<file path="src/rtl/axi4_lite_slave_regs_if.sv">
// rtl/axi4_lite_slave_regs_if.sv - AXI4-Lite bus bundle, 4-bit address and 32-bit data
interface axi4_lite_slave_regs_if;
    logic [3:0]  awaddr;
    logic        awvalid;
    logic        awready;
    logic [31:0] wdata;
    logic        wvalid;
    logic        wready;
    logic [1:0]  bresp;
    logic        bvalid;
    logic        bready;
    logic [3:0]  araddr;
    logic        arvalid;
    logic        arready;
    logic [31:0] rdata;
    logic [1:0]  rresp;
    logic        rvalid;
    logic        rready;

    modport master (
        output awaddr, awvalid, wdata, wvalid, bready, araddr, arvalid, rready,
        input  awready, wready, bresp, bvalid, arready, rdata, rresp, rvalid
    );

    modport slave (
        input  awaddr, awvalid, wdata, wvalid, bready, araddr, arvalid, rready,
        output awready, wready, bresp, bvalid, arready, rdata, rresp, rvalid
    );
endinterface

</file>
<file path="src/rtl/axi4_lite_slave_regs.sv">
// rtl/axi4_lite_slave_regs.sv - AXI4-Lite responder with four 32-bit registers
module axi4_lite_slave_regs #(
    parameter logic [31:0] RESET_VAL = 32'h0000_0000
) (
    input  logic                  i_aclk,
    input  logic                  i_areset,
    axi4_lite_slave_regs_if.slave s_axi,
    output logic [127:0]          o_regs
);
    logic        r_aw_done;
    logic [1:0]  r_aw_addr;
    logic        r_w_done;
    logic [31:0] r_w_data;
    logic        r_bvalid;
    logic        r_rvalid;
    logic [31:0] r_rdata;
    logic [31:0] r_regs [4];

    logic        w_aw_hs;
    logic        w_w_hs;
    logic        w_ar_hs;
    logic        w_commit;
    logic [1:0]  w_addr;
    logic [31:0] w_data;
    logic        w_unused_addr_bits;

    assign s_axi.awready = !r_aw_done && !r_bvalid;
    assign s_axi.wready  = !r_w_done && !r_bvalid;
    assign s_axi.arready = !r_rvalid;
    assign s_axi.bvalid  = r_bvalid;
    assign s_axi.bresp   = 2'b00;
    assign s_axi.rvalid  = r_rvalid;
    assign s_axi.rdata   = r_rdata;
    assign s_axi.rresp   = 2'b00;

    assign w_aw_hs  = s_axi.awvalid && s_axi.awready;
    assign w_w_hs   = s_axi.wvalid && s_axi.wready;
    assign w_ar_hs  = s_axi.arvalid && s_axi.arready;
    assign w_commit = (r_aw_done || w_aw_hs) && (r_w_done || w_w_hs);

    // A half arriving in the commit cycle bypasses its capture register.
    assign w_addr = w_aw_hs ? s_axi.awaddr[3:2] : r_aw_addr;
    assign w_data = w_w_hs  ? s_axi.wdata       : r_w_data;

    assign w_unused_addr_bits = ^{s_axi.awaddr[1:0], s_axi.araddr[1:0]};

    assign o_regs = {r_regs[3], r_regs[2], r_regs[1], r_regs[0]};

    always_ff @(posedge i_aclk or posedge i_areset) begin
        if (i_areset) begin
            r_aw_done <= 1'b0;
            r_aw_addr <= 2'b00;
            r_w_done  <= 1'b0;
            r_w_data  <= 32'h0;
            r_bvalid  <= 1'b0;
            for (int i = 0; i < 4; i++) begin
                r_regs[i] <= RESET_VAL;
            end
        end else begin
            if (w_commit) begin
                r_regs[w_addr] <= w_data;
                r_aw_done      <= 1'b0;
                r_w_done       <= 1'b0;
                r_bvalid       <= 1'b1;
            end else begin
                if (w_aw_hs) begin
                    r_aw_done <= 1'b1;
                    r_aw_addr <= s_axi.awaddr[3:2];
                end
                if (w_w_hs) begin
                    r_w_done <= 1'b1;
                    r_w_data <= s_axi.wdata;
                end
                if (r_bvalid && s_axi.bready) begin
                    r_bvalid <= 1'b0;
                end
            end
        end
    end

    // Non-blocking read of r_regs returns the pre-write value on a same-cycle write.
    always_ff @(posedge i_aclk or posedge i_areset) begin
        if (i_areset) begin
            r_rvalid <= 1'b0;
            r_rdata  <= 32'h0;
        end else begin
            if (w_ar_hs) begin
                r_rvalid <= 1'b1;
                r_rdata  <= r_regs[s_axi.araddr[3:2]];
            end else if (r_rvalid && s_axi.rready) begin
                r_rvalid <= 1'b0;
            end
        end
    end
endmodule

</file>
<file path="src/flat_wrapper.sv">
// flat-port wrapper written by rule: the top's interface ports become plain ports
module axi4_lite_slave_regs_flat 
#(
    parameter logic [31:0] RESET_VAL = 32'h0000_0000
)
  (i_aclk, i_areset, o_regs, s_axi_awaddr, s_axi_awvalid, s_axi_wdata, s_axi_wvalid, s_axi_bready, s_axi_araddr, s_axi_arvalid, s_axi_rready, s_axi_awready, s_axi_wready, s_axi_bresp, s_axi_bvalid, s_axi_arready, s_axi_rdata, s_axi_rresp, s_axi_rvalid);
  axi4_lite_slave_regs_if s_axi_i ();
  input  logic i_aclk;
  input  logic i_areset;
  output logic [127:0] o_regs;
  input wire logic [$bits(s_axi_i.awaddr)-1:0] s_axi_awaddr;
  input wire logic [$bits(s_axi_i.awvalid)-1:0] s_axi_awvalid;
  input wire logic [$bits(s_axi_i.wdata)-1:0] s_axi_wdata;
  input wire logic [$bits(s_axi_i.wvalid)-1:0] s_axi_wvalid;
  input wire logic [$bits(s_axi_i.bready)-1:0] s_axi_bready;
  input wire logic [$bits(s_axi_i.araddr)-1:0] s_axi_araddr;
  input wire logic [$bits(s_axi_i.arvalid)-1:0] s_axi_arvalid;
  input wire logic [$bits(s_axi_i.rready)-1:0] s_axi_rready;
  output wire logic [$bits(s_axi_i.awready)-1:0] s_axi_awready;
  output wire logic [$bits(s_axi_i.wready)-1:0] s_axi_wready;
  output wire logic [$bits(s_axi_i.bresp)-1:0] s_axi_bresp;
  output wire logic [$bits(s_axi_i.bvalid)-1:0] s_axi_bvalid;
  output wire logic [$bits(s_axi_i.arready)-1:0] s_axi_arready;
  output wire logic [$bits(s_axi_i.rdata)-1:0] s_axi_rdata;
  output wire logic [$bits(s_axi_i.rresp)-1:0] s_axi_rresp;
  output wire logic [$bits(s_axi_i.rvalid)-1:0] s_axi_rvalid;
  assign s_axi_i.awaddr = s_axi_awaddr;
  assign s_axi_i.awvalid = s_axi_awvalid;
  assign s_axi_i.wdata = s_axi_wdata;
  assign s_axi_i.wvalid = s_axi_wvalid;
  assign s_axi_i.bready = s_axi_bready;
  assign s_axi_i.araddr = s_axi_araddr;
  assign s_axi_i.arvalid = s_axi_arvalid;
  assign s_axi_i.rready = s_axi_rready;
  assign s_axi_awready = s_axi_i.awready;
  assign s_axi_wready = s_axi_i.wready;
  assign s_axi_bresp = s_axi_i.bresp;
  assign s_axi_bvalid = s_axi_i.bvalid;
  assign s_axi_arready = s_axi_i.arready;
  assign s_axi_rdata = s_axi_i.rdata;
  assign s_axi_rresp = s_axi_i.rresp;
  assign s_axi_rvalid = s_axi_i.rvalid;
  axi4_lite_slave_regs #(.RESET_VAL(RESET_VAL)) u_core (.i_aclk(i_aclk), .i_areset(i_areset), .s_axi(s_axi_i), .o_regs(o_regs));
endmodule
</file>
<file path="config.mk">
export PLATFORM = sky130hd
export DESIGN_NAME = axi4_lite_slave_regs_flat
export DESIGN_NICKNAME = d
export VERILOG_FILES = /design/src/rtl/axi4_lite_slave_regs_if.sv /design/src/rtl/axi4_lite_slave_regs.sv /design/src/flat_wrapper.sv
export SDC_FILE = /design/constraint.sdc
export NUM_CORES = 1
export LEC_CHECK = 0
export CAP_MARGIN = 20
export CORE_MARGIN = 2
export CORE_UTILIZATION = 45
export CTS_BUF_LIST = sky130_fd_sc_hd__clkbuf_4 sky130_fd_sc_hd__clkbuf_8
export DETAILED_ROUTE_END_ITERATION = 8
export PLACE_DENSITY = 0.74
export SYNTH_ARGS = -nofsm -noshare
export SYNTH_HDL_FRONTEND = slang
export SYNTH_SLANG_ARGS = --single-unit
</file>
<file path="constraint.sdc">
create_clock -name i_aclk -period 7.7 [get_ports i_aclk]
set_clock_uncertainty 0.05 [all_clocks]
set_input_delay 1.155 -clock i_aclk [delete_from_list [all_inputs] [get_ports i_aclk]]
set_output_delay 1.155 -clock i_aclk [all_outputs]
set_load 0.05 [all_outputs]
</file>
==> results.json <==
{
  "drc_errors": 0,
  "syn_area_per_cell_sq_um": 16.5,
  "gp_congestion": 0.758,
  "viasPerCell": 5.39,
  "drtIter0Drc": 137,
  "ys_seq_elements": 198,
  "cp_num_buf_inv": 2,
  "htree_levels": 4,
  "area_growth_pct": 31.1,
  "min-delay-start": "u_core.r_w_data[17]",
  "yosysTopAreaCell": "dfrtp_1",
  "die_w_um": 143,
  "cts_resized": 0,
  "critPathMaxFanout": 18,
  "cts_tree": "yes",
  "cts_num_sinks": 198,
  "crit_family": "compound AO/OA/AOI/OAI gates",
  "worst_setup_path_start_kind": "input pin",
  "antenna_found_initial": 0,
  "startpoint": "s_axi_wvalid",
  "grt_max_degree": 121,
  "grt_overflow": 0,
  "insertion_delay_ps": 460,
  "place_area_sq_um": 10900,
  "ys_top_cells_by_area": "dfrtp_1 57%, mux2_2 29%, mux4_2 8.3%",
  "fin_crit_ps": 3610,
  "synth_top_area_share_pct": 57.3,
  "synth-seq-area-share_pct": 57.3,
  "clockRootBuffer": "clkbuf_8",
  "fin_nets": 774,
  "dieArea_sq_um": 20300,
  "slowest_delay_ps": 910,
  "fin_crit_sh_pct": 46.9,
  "status": "completed",
  "worst-slew-pin-transition_ps": 1090,
  "final.setup.tns_ps": 0,
  "grt_pass1_vias": 5704,
  "via_count": 5251,
  "slew-limit-headroom_pct": 27.6,
  "routedWlPerCell_um": 21.4,
  "ios": 216,
  "antenna_left": 0,
  "die_h_um": 143,
  "post_cts_buffers": 0,
  "cp.arrival_ps": 3910,
  "clk_pin_slew_ps": 110,
  "multi_input_area_sq_um": 3520,
  "yosys_warnings": 0,
  "drtPass1Iterations": 4,
  "async_reset_ff_share_pct": 100,
  "crit_slowest_cell": "o32ai_4",
  "initial_utilization_pct": 46.1,
  "drive_above_1_share_pct": 41.9,
  "wl_mm": 20.8,
  "drv_slew": 0,
  "regArea_sq_um": 4950,
  "pre_cts_ws_ps": 3550,
  "cp.required_ps": 8000,
  "hold_class": "reg -> reg",
  "cts_buffer_depth": 2,
  "rows": 50,
  "path_cells": "clkdlybuf4s50_1 -> nor2b_1 -> o21ai_1 -> o32ai_4 -> buf_4 -> mux2_2",
  "design.core.area_sq_um": 18800,
  "dp.final_hpwl_mm": 13.7,
  "grt_usage_pct": 21.2,
  "fmax_mhz": 277,
  "synth_cells": 523,
  "cts_buffers": 17,
  "critical_path_class": "in -> reg",
  "postLayoutCellArea_sq_um": 11300,
  "endpoint_kind": "flip-flop",
  "rsz0062_at_grt": "false",
  "port_buffers": 207,
  "timing.rr.start": "u_core.s_axi.bvalid",
  "synth_ff_type": "dfrtp_1",
  "maxCapViolCount": 0,
  "yosys.cell_types.count": 26,
  "syn_area_sq_um": 8650,
  "fillers": 1452,
  "cts-hold-fix-buffers": 0,
  "synth_edf_count": 0,
  "hold_violations": 0,
  "grt_pass1_wl_mm": 32.5,
  "final_cell_mix": "224 x mux2_2, 205 x clkdlybuf4s50_1, 198 x dfrtp_1",
  "diodes": 0,
  "worst_slack_ps": 4090,
  "setup_viol": 0,
  "mostFrequentLayoutCell": "mux2_2"
}
-- synthesized netlist by cell type (all sizes together) (2+ instances only) --
master / number
mux2: 225
dfrtp: 198
mux4: 32
buf: 29
clkbuf: 7
inv: 5
nand2: 3
nor2: 3
nor2b: 3
o22ai: 3
a21oi: 2
o21ai: 2
o21bai: 2
o32ai: 2
-- flip-flops by register name, summed over array words and instances, names as in the netlist --
register / cells
u_core.o_regs: 128
u_core.r_aw_addr: 2
u_core.r_aw_done: 1
u_core.r_w_data: 32
u_core.r_w_done: 1
u_core.s_axi.bvalid: 1
u_core.s_axi.rdata: 32
u_core.s_axi.rvalid: 1
-- metal layers --
layer	global-route usage (%)	vias up	share of wire, %
met3	6.14	17	6.1
met2	35.1	157	50
met5	0	-	0
met4	5.47	0	1.2
li1	-	2332	-
met1	27.7	2745	43
-- worst reg2reg max path: stages (launching register included) --
cell	delay [ps]
dfrtp_1	490
nor2b_1	300
o21ai_1	210
o32ai_4	910
buf_4	440
mux2_2	390
-- metrics by stage --
stage | cells | hold WS [ps] | utilization [%]
2_1_floorplan | 526 | 425 | -
3_3_place_gp | 940 | 433 | 58.2
3_5_place_dp | 941 | 440 | 58.3
4_1_cts | 973 | 463 | 60.3
5_1_grt | 974 | 474 | 60.4
6_report | 974 | 461 | 60.4
-- area by class of cell --
class                      count  area share (%)
tap                          234            2.58
inverter                       5           0.232
timing repair buffer         218            19.2
sequential                   198            43.7
clock buffer                  19            2.25
multi-input combinational    287            31.1
clock inverter                13            1.00
-- final timing paths --
check | endpoint | slack (ps) | cells past startpoint
worst max-delay path | u_core.o_regs[28] | 4090 | 6
worst min register to register | u_core.r_w_data[17] | 460 | 1
max in group asynchronous | u_core.o_regs[50] | 5140 | 4
worst max register to register | u_core.o_regs[28] | 4800 | 5
worst min-delay path | u_core.r_w_data[17] | 460 | 1
min in group asynchronous | u_core.s_axi.rdata[11] | 1180 | 2
-- cell families (layout without fill, tap and decap cells) --
kind of cell,count (synthesis),in the layout,synth area share (%)
muxes,257,257,37.6
DFF,198,198,57.3
buffers and inverters,41,255,2.71
AOI/OAI and AO/OA,13,13,1.43
and+or+nand+nor,13,13,0.868
other,1,4,0.0434
Power is left out: the tool's default activity adds up to more than one toggle a clock period on the data nets, which glitch-free logic cannot reach.
